===== src/rtl/dsc_ctrl_mm.sv =====
// dsc_ctrl_mm: Avalon-MM run controller for a bank of NUM_ENG downscale engines.
// Define DSC_CTRL_IRQ_EN to build the done/error interrupt and its IRQ_EN register.
`timescale 1ns/1ps
module dsc_ctrl_mm #(
    parameter int NUM_ENG    = 2,
    parameter int IMG_ADDR_W = 18,
    parameter int PERF_W     = 32
) (
    input  logic                  clk,
    input  logic                  rst,
    input  logic                  avs_read,
    input  logic                  avs_write,
    input  logic [3:0]            avs_address,
    input  logic [31:0]           avs_writedata,
    output logic [31:0]           avs_readdata,
    output logic [NUM_ENG-1:0]    eng_start,
    output logic [NUM_ENG-1:0]    eng_cfg_we,
    output logic [IMG_ADDR_W-1:0] eng_cfg_addr,
    output logic [7:0]            eng_cfg_data,
    output logic [15:0]           x_ratio,
    output logic [15:0]           y_ratio,
    input  logic [NUM_ENG-1:0]    eng_done,
    input  logic [8*NUM_ENG-1:0]  eng_dbg,
    output logic                  irq
);
    localparam int SEL_W = (NUM_ENG > 1) ? $clog2(NUM_ENG) : 1;

    localparam logic [3:0] A_CTRL  = 4'd0;
    localparam logic [3:0] A_SEL   = 4'd1;
    localparam logic [3:0] A_XRAT  = 4'd2;
    localparam logic [3:0] A_YRAT  = 4'd3;
    localparam logic [3:0] A_IADDR = 4'd4;
    localparam logic [3:0] A_IDATA = 4'd5;
    localparam logic [3:0] A_STAT  = 4'd6;
    localparam logic [3:0] A_PERF  = 4'd7;
    localparam logic [3:0] A_DBG   = 4'd8;
    localparam logic [3:0] A_IRQEN = 4'd9;

    typedef enum logic [1:0] {S_IDLE, S_LAUNCH, S_RUN, S_FIN} state_t;
    state_t state, state_nx;

    logic [SEL_W-1:0]      sel;
    logic [SEL_W-1:0]      sel_wdata;
    logic [NUM_ENG-1:0]    sel_oh;
    logic [IMG_ADDR_W-1:0] img_ptr;
    logic [PERF_W-1:0]     perf;
    logic                  done, err, aborted;
    logic                  done_nx, err_nx;
    logic                  busy, cfg_ok, wr_ctrl;
    logic                  start_req, abort_req, clr_req;
    logic                  launch, blocked, done_hit, abort_hit;
    logic [7:0]            dbg_byte;
    logic                  irq_en_rd;
    logic [31:0]           rd_mux;

    assign busy      = (state != S_IDLE);
    assign cfg_ok    = avs_write & ~busy;
    assign wr_ctrl   = avs_write && (avs_address == A_CTRL);
    assign start_req = wr_ctrl & avs_writedata[0];
    assign abort_req = wr_ctrl & avs_writedata[1];
    assign clr_req   = wr_ctrl & avs_writedata[2];
    assign launch    = start_req & ~busy;
    // Any config write (SEL..IMG_DATA) or START during a run is dropped and flagged.
    assign blocked   = busy & (start_req |
                       (avs_write & (avs_address >= A_SEL) & (avs_address <= A_IDATA)));
    assign done_hit  = (state == S_RUN) & eng_done[sel] & ~abort_req;
    assign abort_hit = (state == S_RUN) & abort_req;

    assign sel_wdata = (avs_writedata >= 32'(NUM_ENG)) ? SEL_W'(NUM_ENG - 1)
                                                       : avs_writedata[SEL_W-1:0];
    assign dbg_byte  = eng_dbg[{sel, 3'b000} +: 8];

    always_comb begin
        sel_oh      = '0;
        sel_oh[sel] = 1'b1;
    end

    always_ff @(posedge clk or negedge rst) begin
        if (!rst) state <= S_IDLE;
        else      state <= state_nx;
    end

    always_comb begin
        state_nx = state;
        case (state)
            S_IDLE:   if (launch) state_nx = S_LAUNCH;
            S_LAUNCH: state_nx = S_RUN;
            S_RUN: begin
                if (abort_req)          state_nx = S_IDLE;
                else if (eng_done[sel]) state_nx = S_FIN;
            end
            S_FIN:    state_nx = S_IDLE;
            default:  state_nx = S_IDLE;
        endcase
    end

    always_comb begin
        eng_start = '0;
        if (state == S_LAUNCH) eng_start = sel_oh;
    end

    // Sets take priority over CLR so a completion landing on a CLR is never lost.
    always_comb begin
        done_nx = done;
        err_nx  = err;
        if (launch || clr_req) done_nx = 1'b0;
        if (done_hit)          done_nx = 1'b1;
        if (clr_req)           err_nx  = 1'b0;
        if (blocked)           err_nx  = 1'b1;
    end

    always_ff @(posedge clk or negedge rst) begin
        if (!rst) begin
            sel          <= '0;
            x_ratio      <= '0;
            y_ratio      <= '0;
            img_ptr      <= '0;
            perf         <= '0;
            done         <= 1'b0;
            err          <= 1'b0;
            aborted      <= 1'b0;
            eng_cfg_we   <= '0;
            eng_cfg_addr <= '0;
            eng_cfg_data <= '0;
        end else begin
            done       <= done_nx;
            err        <= err_nx;
            eng_cfg_we <= '0;
            if (cfg_ok) begin
                case (avs_address)
                    A_SEL:   sel     <= sel_wdata;
                    A_XRAT:  x_ratio <= avs_writedata[15:0];
                    A_YRAT:  y_ratio <= avs_writedata[15:0];
                    A_IADDR: img_ptr <= avs_writedata[IMG_ADDR_W-1:0];
                    A_IDATA: begin
                        eng_cfg_we   <= sel_oh;
                        eng_cfg_addr <= img_ptr;
                        eng_cfg_data <= avs_writedata[7:0];
                        img_ptr      <= img_ptr + IMG_ADDR_W'(1);
                    end
                    default: ;
                endcase
            end
            if (launch) begin
                aborted <= 1'b0;
                perf    <= '0;
            end else begin
                if (abort_hit) aborted <= 1'b1;
                if (state == S_RUN && perf != '1) perf <= perf + PERF_W'(1);
            end
        end
    end

    always_comb begin
        rd_mux = '0;
        case (avs_address)
            A_SEL:   rd_mux[SEL_W-1:0]      = sel;
            A_XRAT:  rd_mux[15:0]           = x_ratio;
            A_YRAT:  rd_mux[15:0]           = y_ratio;
            A_IADDR: rd_mux[IMG_ADDR_W-1:0] = img_ptr;
            A_STAT:  rd_mux[3:0]            = {aborted, err, done, busy};
            A_PERF:  rd_mux[PERF_W-1:0]     = perf;
            A_DBG:   rd_mux[7:0]            = dbg_byte;
            A_IRQEN: rd_mux[0]              = irq_en_rd;
            default: ;
        endcase
    end

    always_ff @(posedge clk or negedge rst) begin
        if (!rst) avs_readdata <= '0;
        else      avs_readdata <= avs_read ? rd_mux : '0;
    end

`ifdef DSC_CTRL_IRQ_EN
    logic irq_en, irq_en_nx;

    assign irq_en_nx = (avs_write && avs_address == A_IRQEN) ? avs_writedata[0] : irq_en;
    assign irq_en_rd = irq_en;

    // Built from next-state values so irq tracks DONE/ERR with the same latency.
    always_ff @(posedge clk or negedge rst) begin
        if (!rst) begin
            irq_en <= 1'b0;
            irq    <= 1'b0;
        end else begin
            irq_en <= irq_en_nx;
            irq    <= irq_en_nx & (done_nx | err_nx);
        end
    end
`else
    assign irq_en_rd = 1'b0;
    assign irq       = 1'b0;
`endif

endmodule


===== config.mk =====
export PLATFORM = sky130hd
export DESIGN_NAME = dsc_ctrl_mm
export DESIGN_NICKNAME = d
export VERILOG_FILES = /design/src/rtl/dsc_ctrl_mm.sv
export SDC_FILE = /design/constraint.sdc
export NUM_CORES = 1
export LEC_CHECK = 0
export CORE_MARGIN = 10
export CORE_UTILIZATION = 55
export CTS_CLUSTER_SIZE = 20
export DETAILED_ROUTE_END_ITERATION = 10
export GPL_TIMING_DRIVEN = 0
export PLACE_DENSITY = 0.86
export SETUP_SLACK_MARGIN = 0.1
export SYNTH_ARGS = -nofsm -noshare
export SYNTH_HDL_FRONTEND = slang
export SYNTH_SLANG_ARGS = --single-unit

===== constraint.sdc =====
create_clock -name clk -period 6.5 [get_ports clk]
set_input_delay 1.3 -clock clk [delete_from_list [all_inputs] [get_ports clk]]
set_output_delay 1.3 -clock clk [all_outputs]
set_load 0.005 [all_outputs]

==> results.py <==
metrics = {
    "run_status": {
        "status": "finished clean",
    },
    "cts": {
        "cts_root_buf": "clkbuf_16",
        "cts_resized": 0,
        "cts_hold_buf": 0,
        "post-cts-setup-buffers": 0,
        "clk_latency_ps": 440,
        "clockBufferDepth": 2,
        "cts.sink_count": 148,
        "htreeDepth": 4,
        "clk_pin_slew_ps": 60,
        "cts_tree": "built",
        "numCtsBuffers": 17,
    },
    "worst_setup_path": {
        "critPathRequiredTime_ps": 5200,
        "critPathCapture": "eng_start[1]",
        "reg2reg_depth": 7,
        "startpoint_type": "flip-flop",
        "rr_endpoint": "perf[5]$_DFFE_PN0P_",
        "path_max_fanout": 10,
        "crit_arrival_ps": 2500,
        "crit_type": "flip-flop to primary output",
        "cp-startpoint": "sel$_DFFE_PN0P_",
        "cp_num_buf_inv": 4,
        "cp.depth": 5,
        "worst_path_max_delay_cell": "clkdlybuf4s50_1",
        "crit_path_max_incr_delay_ps": 550,
        "crit_chain": "clkbuf_1 -> buf_1 -> inv_1 -> nor3_1 -> clkdlybuf4s50_1",
        "worst_setup_path_end_kind": "primary output",
        "r2r_start": "perf[27]$_DFFE_PN0P_",
        "r2r_setup_slack_ps": 3600,
        "cp_top_family": "buffers and inverters",
    },
    "grt": {
        "grt_antenna_before_repair": 0,
        "grt_use_total_pct": 25.7,
        "grt_pass1_vias": 6666,
        "grt_pass1_wl_um": 36300,
        "overflow": 0,
        "grt_max_degree": 89,
    },
    "detailed_routing": {
        "wl_per_cell_um": 21.6,
        "via_per_inst": 6.29,
        "drtAntennaViolNets": 0,
        "drc": 0,
        "first_pass_iters": 8,
        "first_iter_violations": 906,
        "drt_wl_total_um": 23200,
        "dr_total_vias": 6737,
    },
    "yosys": {
        "synth-seq-cells": 148,
        "synth_area_leader_cell": "dfrtp_1",
        "synthArstFlopShare_pct": 100,
        "synth_fa_ha_area_share_pct": 0.355,
        "syn_area_um2": 7040,
        "synthMuxAreaShare_pct": 6.79,
        "syn_area_per_cell_um2": 9.81,
        "synth_area_leaders": "dfrtp_1 (53%), nand2_1 (6.7%), mux2_2 (4.8%), a21oi_1 (3.6%), a22oi_1 (2.3%)",
        "synthFlopType": "dfrtp_1",
        "synth_cells": 718,
        "synth_top_family_by_area": "simple AND/OR/NAND/NOR gates",
        "synth.top_cell.area_share_pct": 52.6,
        "synth-simple-area-share_pct": 20.4,
        "syn_nets": 778,
        "yosysWarningCount": 0,
        "ys_types": 61,
        "ys_seq_area_share_pct": 52.6,
        "synth-compound-area-share_pct": 15.4,
        "synth_enable_flop_cells": 0,
        "synth-xor-area-share_pct": 1.12,
    },
    "timing": {
        "finalSetupViolCount": 0,
        "fin_crit_ps": 3800,
        "max_clock_freq_ghz": 0.263,
        "tightest_slew_ps": 1250,
        "rsz0062_at_grt": "no",
        "whs_ps": 475,
        "skew_ps": 7.02,
        "layout_setup_ws_ps": 2700,
        "hold_viol_final": 0,
        "relSlewSlack_pct": 15.9,
        "timing.final.crit_share_pct": 58.5,
        "tns_ps": 0,
        "maxSlewViolCount": 0,
    },
    "cells_and_area": {
        "regArea_um2": 3700,
        "final_core_util_pct": 74.6,
        "syn_to_final_growth_pct": 33.2,
        "layout.cells.non_filler": 1071,
        "multiInputGateArea_um2": 3110,
        "fin_nets": 947,
        "layout_common_cells": "dfrtp_1 (148), clkdlybuf4s50_1 (148), nand2_1 (125)",
        "final_area_um2": 9380,
        "diodes": 0,
        "drive_gt1_share_pct": 8.68,
        "n_fill_cell": 910,
    },
    "floorplan": {
        "row_count": 41,
        "ioPinCount": 153,
        "die_h_um": 133,
        "die_area_um2": 17700,
        "die_w_um": 133,
        "coreArea_um2": 12600,
        "initial_core_util_pct": 56.0,
    },
    "placement": {
        "io_buffers": 149,
        "dp.cells": 1040,
        "hpwl_um": 16900,
        "placed_area_um2": 8780,
        "place_congestion": 0.932,
        "pre_cts_slack_ps": 2460,
    },
    "flow_run": {
        "maxCapViolations": 0,
    },
    "pwr": {
        "internal_power_mw": 2.44,
        "max-vdd-ir-drop_mv": 0.246,
        "p_leak_nw": 4.01,
        "clkPwrFrac_pct": 27.3,
        "combPwrFrac_pct": 28.5,
        "swShare_pct": 33.8,
        "p_per_area_nw_per_um2": 394,
        "total_power_mw": 3.69,
        "switchingPower_mw": 1.25,
        "p_seq_share_pct": 44.2,
    },
    "hold_path": {
        "holdPathStages": 2,
        "hp-class": "flip-flop to flip-flop",
    },
}
worst min path at each step:
stage | from | to | slack, ps
after floorplan | err$_DFFE_PN0P_ | err$_DFFE_PN0P_ | 450
after global placement | eng_cfg_data[7]$_DFFE_PN0P_ | eng_cfg_data[7]$_DFFE_PN0P_ | 460
after detailed placement | eng_cfg_data[7]$_DFFE_PN0P_ | eng_cfg_data[7]$_DFFE_PN0P_ | 460
after CTS | eng_cfg_data[4]$_DFFE_PN0P_ | eng_cfg_data[4]$_DFFE_PN0P_ | 480
after global routing | eng_cfg_data[4]$_DFFE_PN0P_ | eng_cfg_data[4]$_DFFE_PN0P_ | 490
final | eng_cfg_data[4]$_DFFE_PN0P_ | eng_cfg_data[4]$_DFFE_PN0P_ | 470
cells by family after synthesis:
group / count (synthesis)
and+or+nand+nor: 290
buffers and inverters: 57
adders and majority gates: 2
xor gates and xnor gates: 9
DFF: 148
other: 1
AOI/OAI and AO/OA: 167
muxes: 44
sequential cells by signal, summed over array words and instances, names as in the netlist:
name / flops
err: 1
done: 1
aborted: 1
state: 2
eng_cfg_data: 8
y_ratio: 16
avs_readdata: 32
eng_cfg_we: 2
eng_cfg_addr: 18
img_ptr: 18
x_ratio: 16
perf: 32
sel: 1
power groups by stage:
stage                     sequential (mW)  clock, mW  combinational (mW)
after floorplan                      1.52          0               0.498
final                                1.63       1.01                1.05
after global placement               1.60          0               0.995
after detailed placement             1.62          0                1.04
after CTS                            1.61       1.01                1.05
after global routing                 1.67       1.05                1.16
metal layers:
metal  vias up  wire [µm]  track usage [%]
li1       2955          -                -
met1      3275       8670             29.9
met2       424      11500             43.1
met3        83       2190             8.12
met4         0        852             10.8
met5         -          0                0
cells in the mapped netlist, types with 3 or more instances:
library cell,n
dfrtp_1,148
nand2_1,125
a21oi_1,51
clkbuf_1,36
nor2_1,33
mux2_2,30
o21ai_0,25
a22oi_1,22
and3_1,22
nor4_1,17
nand3_1,16
nand4_1,16
mux2i_1,14
nor3_1,13
inv_1,12
or3_1,11
o22ai_1,9
o31ai_1,9
a221oi_1,8
xnor2_1,8
o211ai_1,7
and4_1,6
or4_1,6
a31oi_1,5
and2_1,5
buf_2,5
a21boi_0,4
nand2b_1,4
nor2b_1,4
a211oi_1,3
a21o_1,3
a311oi_1,3
cell type report:
cell class | count | area share, %
inverters | 12 | 0.480
clock inverters | 10 | 1.39
plain buffers | 45 | 1.99
clock buffers | 21 | 5.02
repair buffers | 150 | 16.2
multi-input cells | 513 | 33.1
flip-flops and latches | 148 | 39.5
well taps | 172 | 2.30
worst register-to-register path, stage by stage (launching register included):
cell and delay, ps:
dfrtp_1 430, nand4_1 240, nor4_1 1100, and3_1 290
buf_2 180, buf_2 250, o211ai_1 130, o31ai_1 150
No activity file was read; power rests on OpenSTA's default activity.
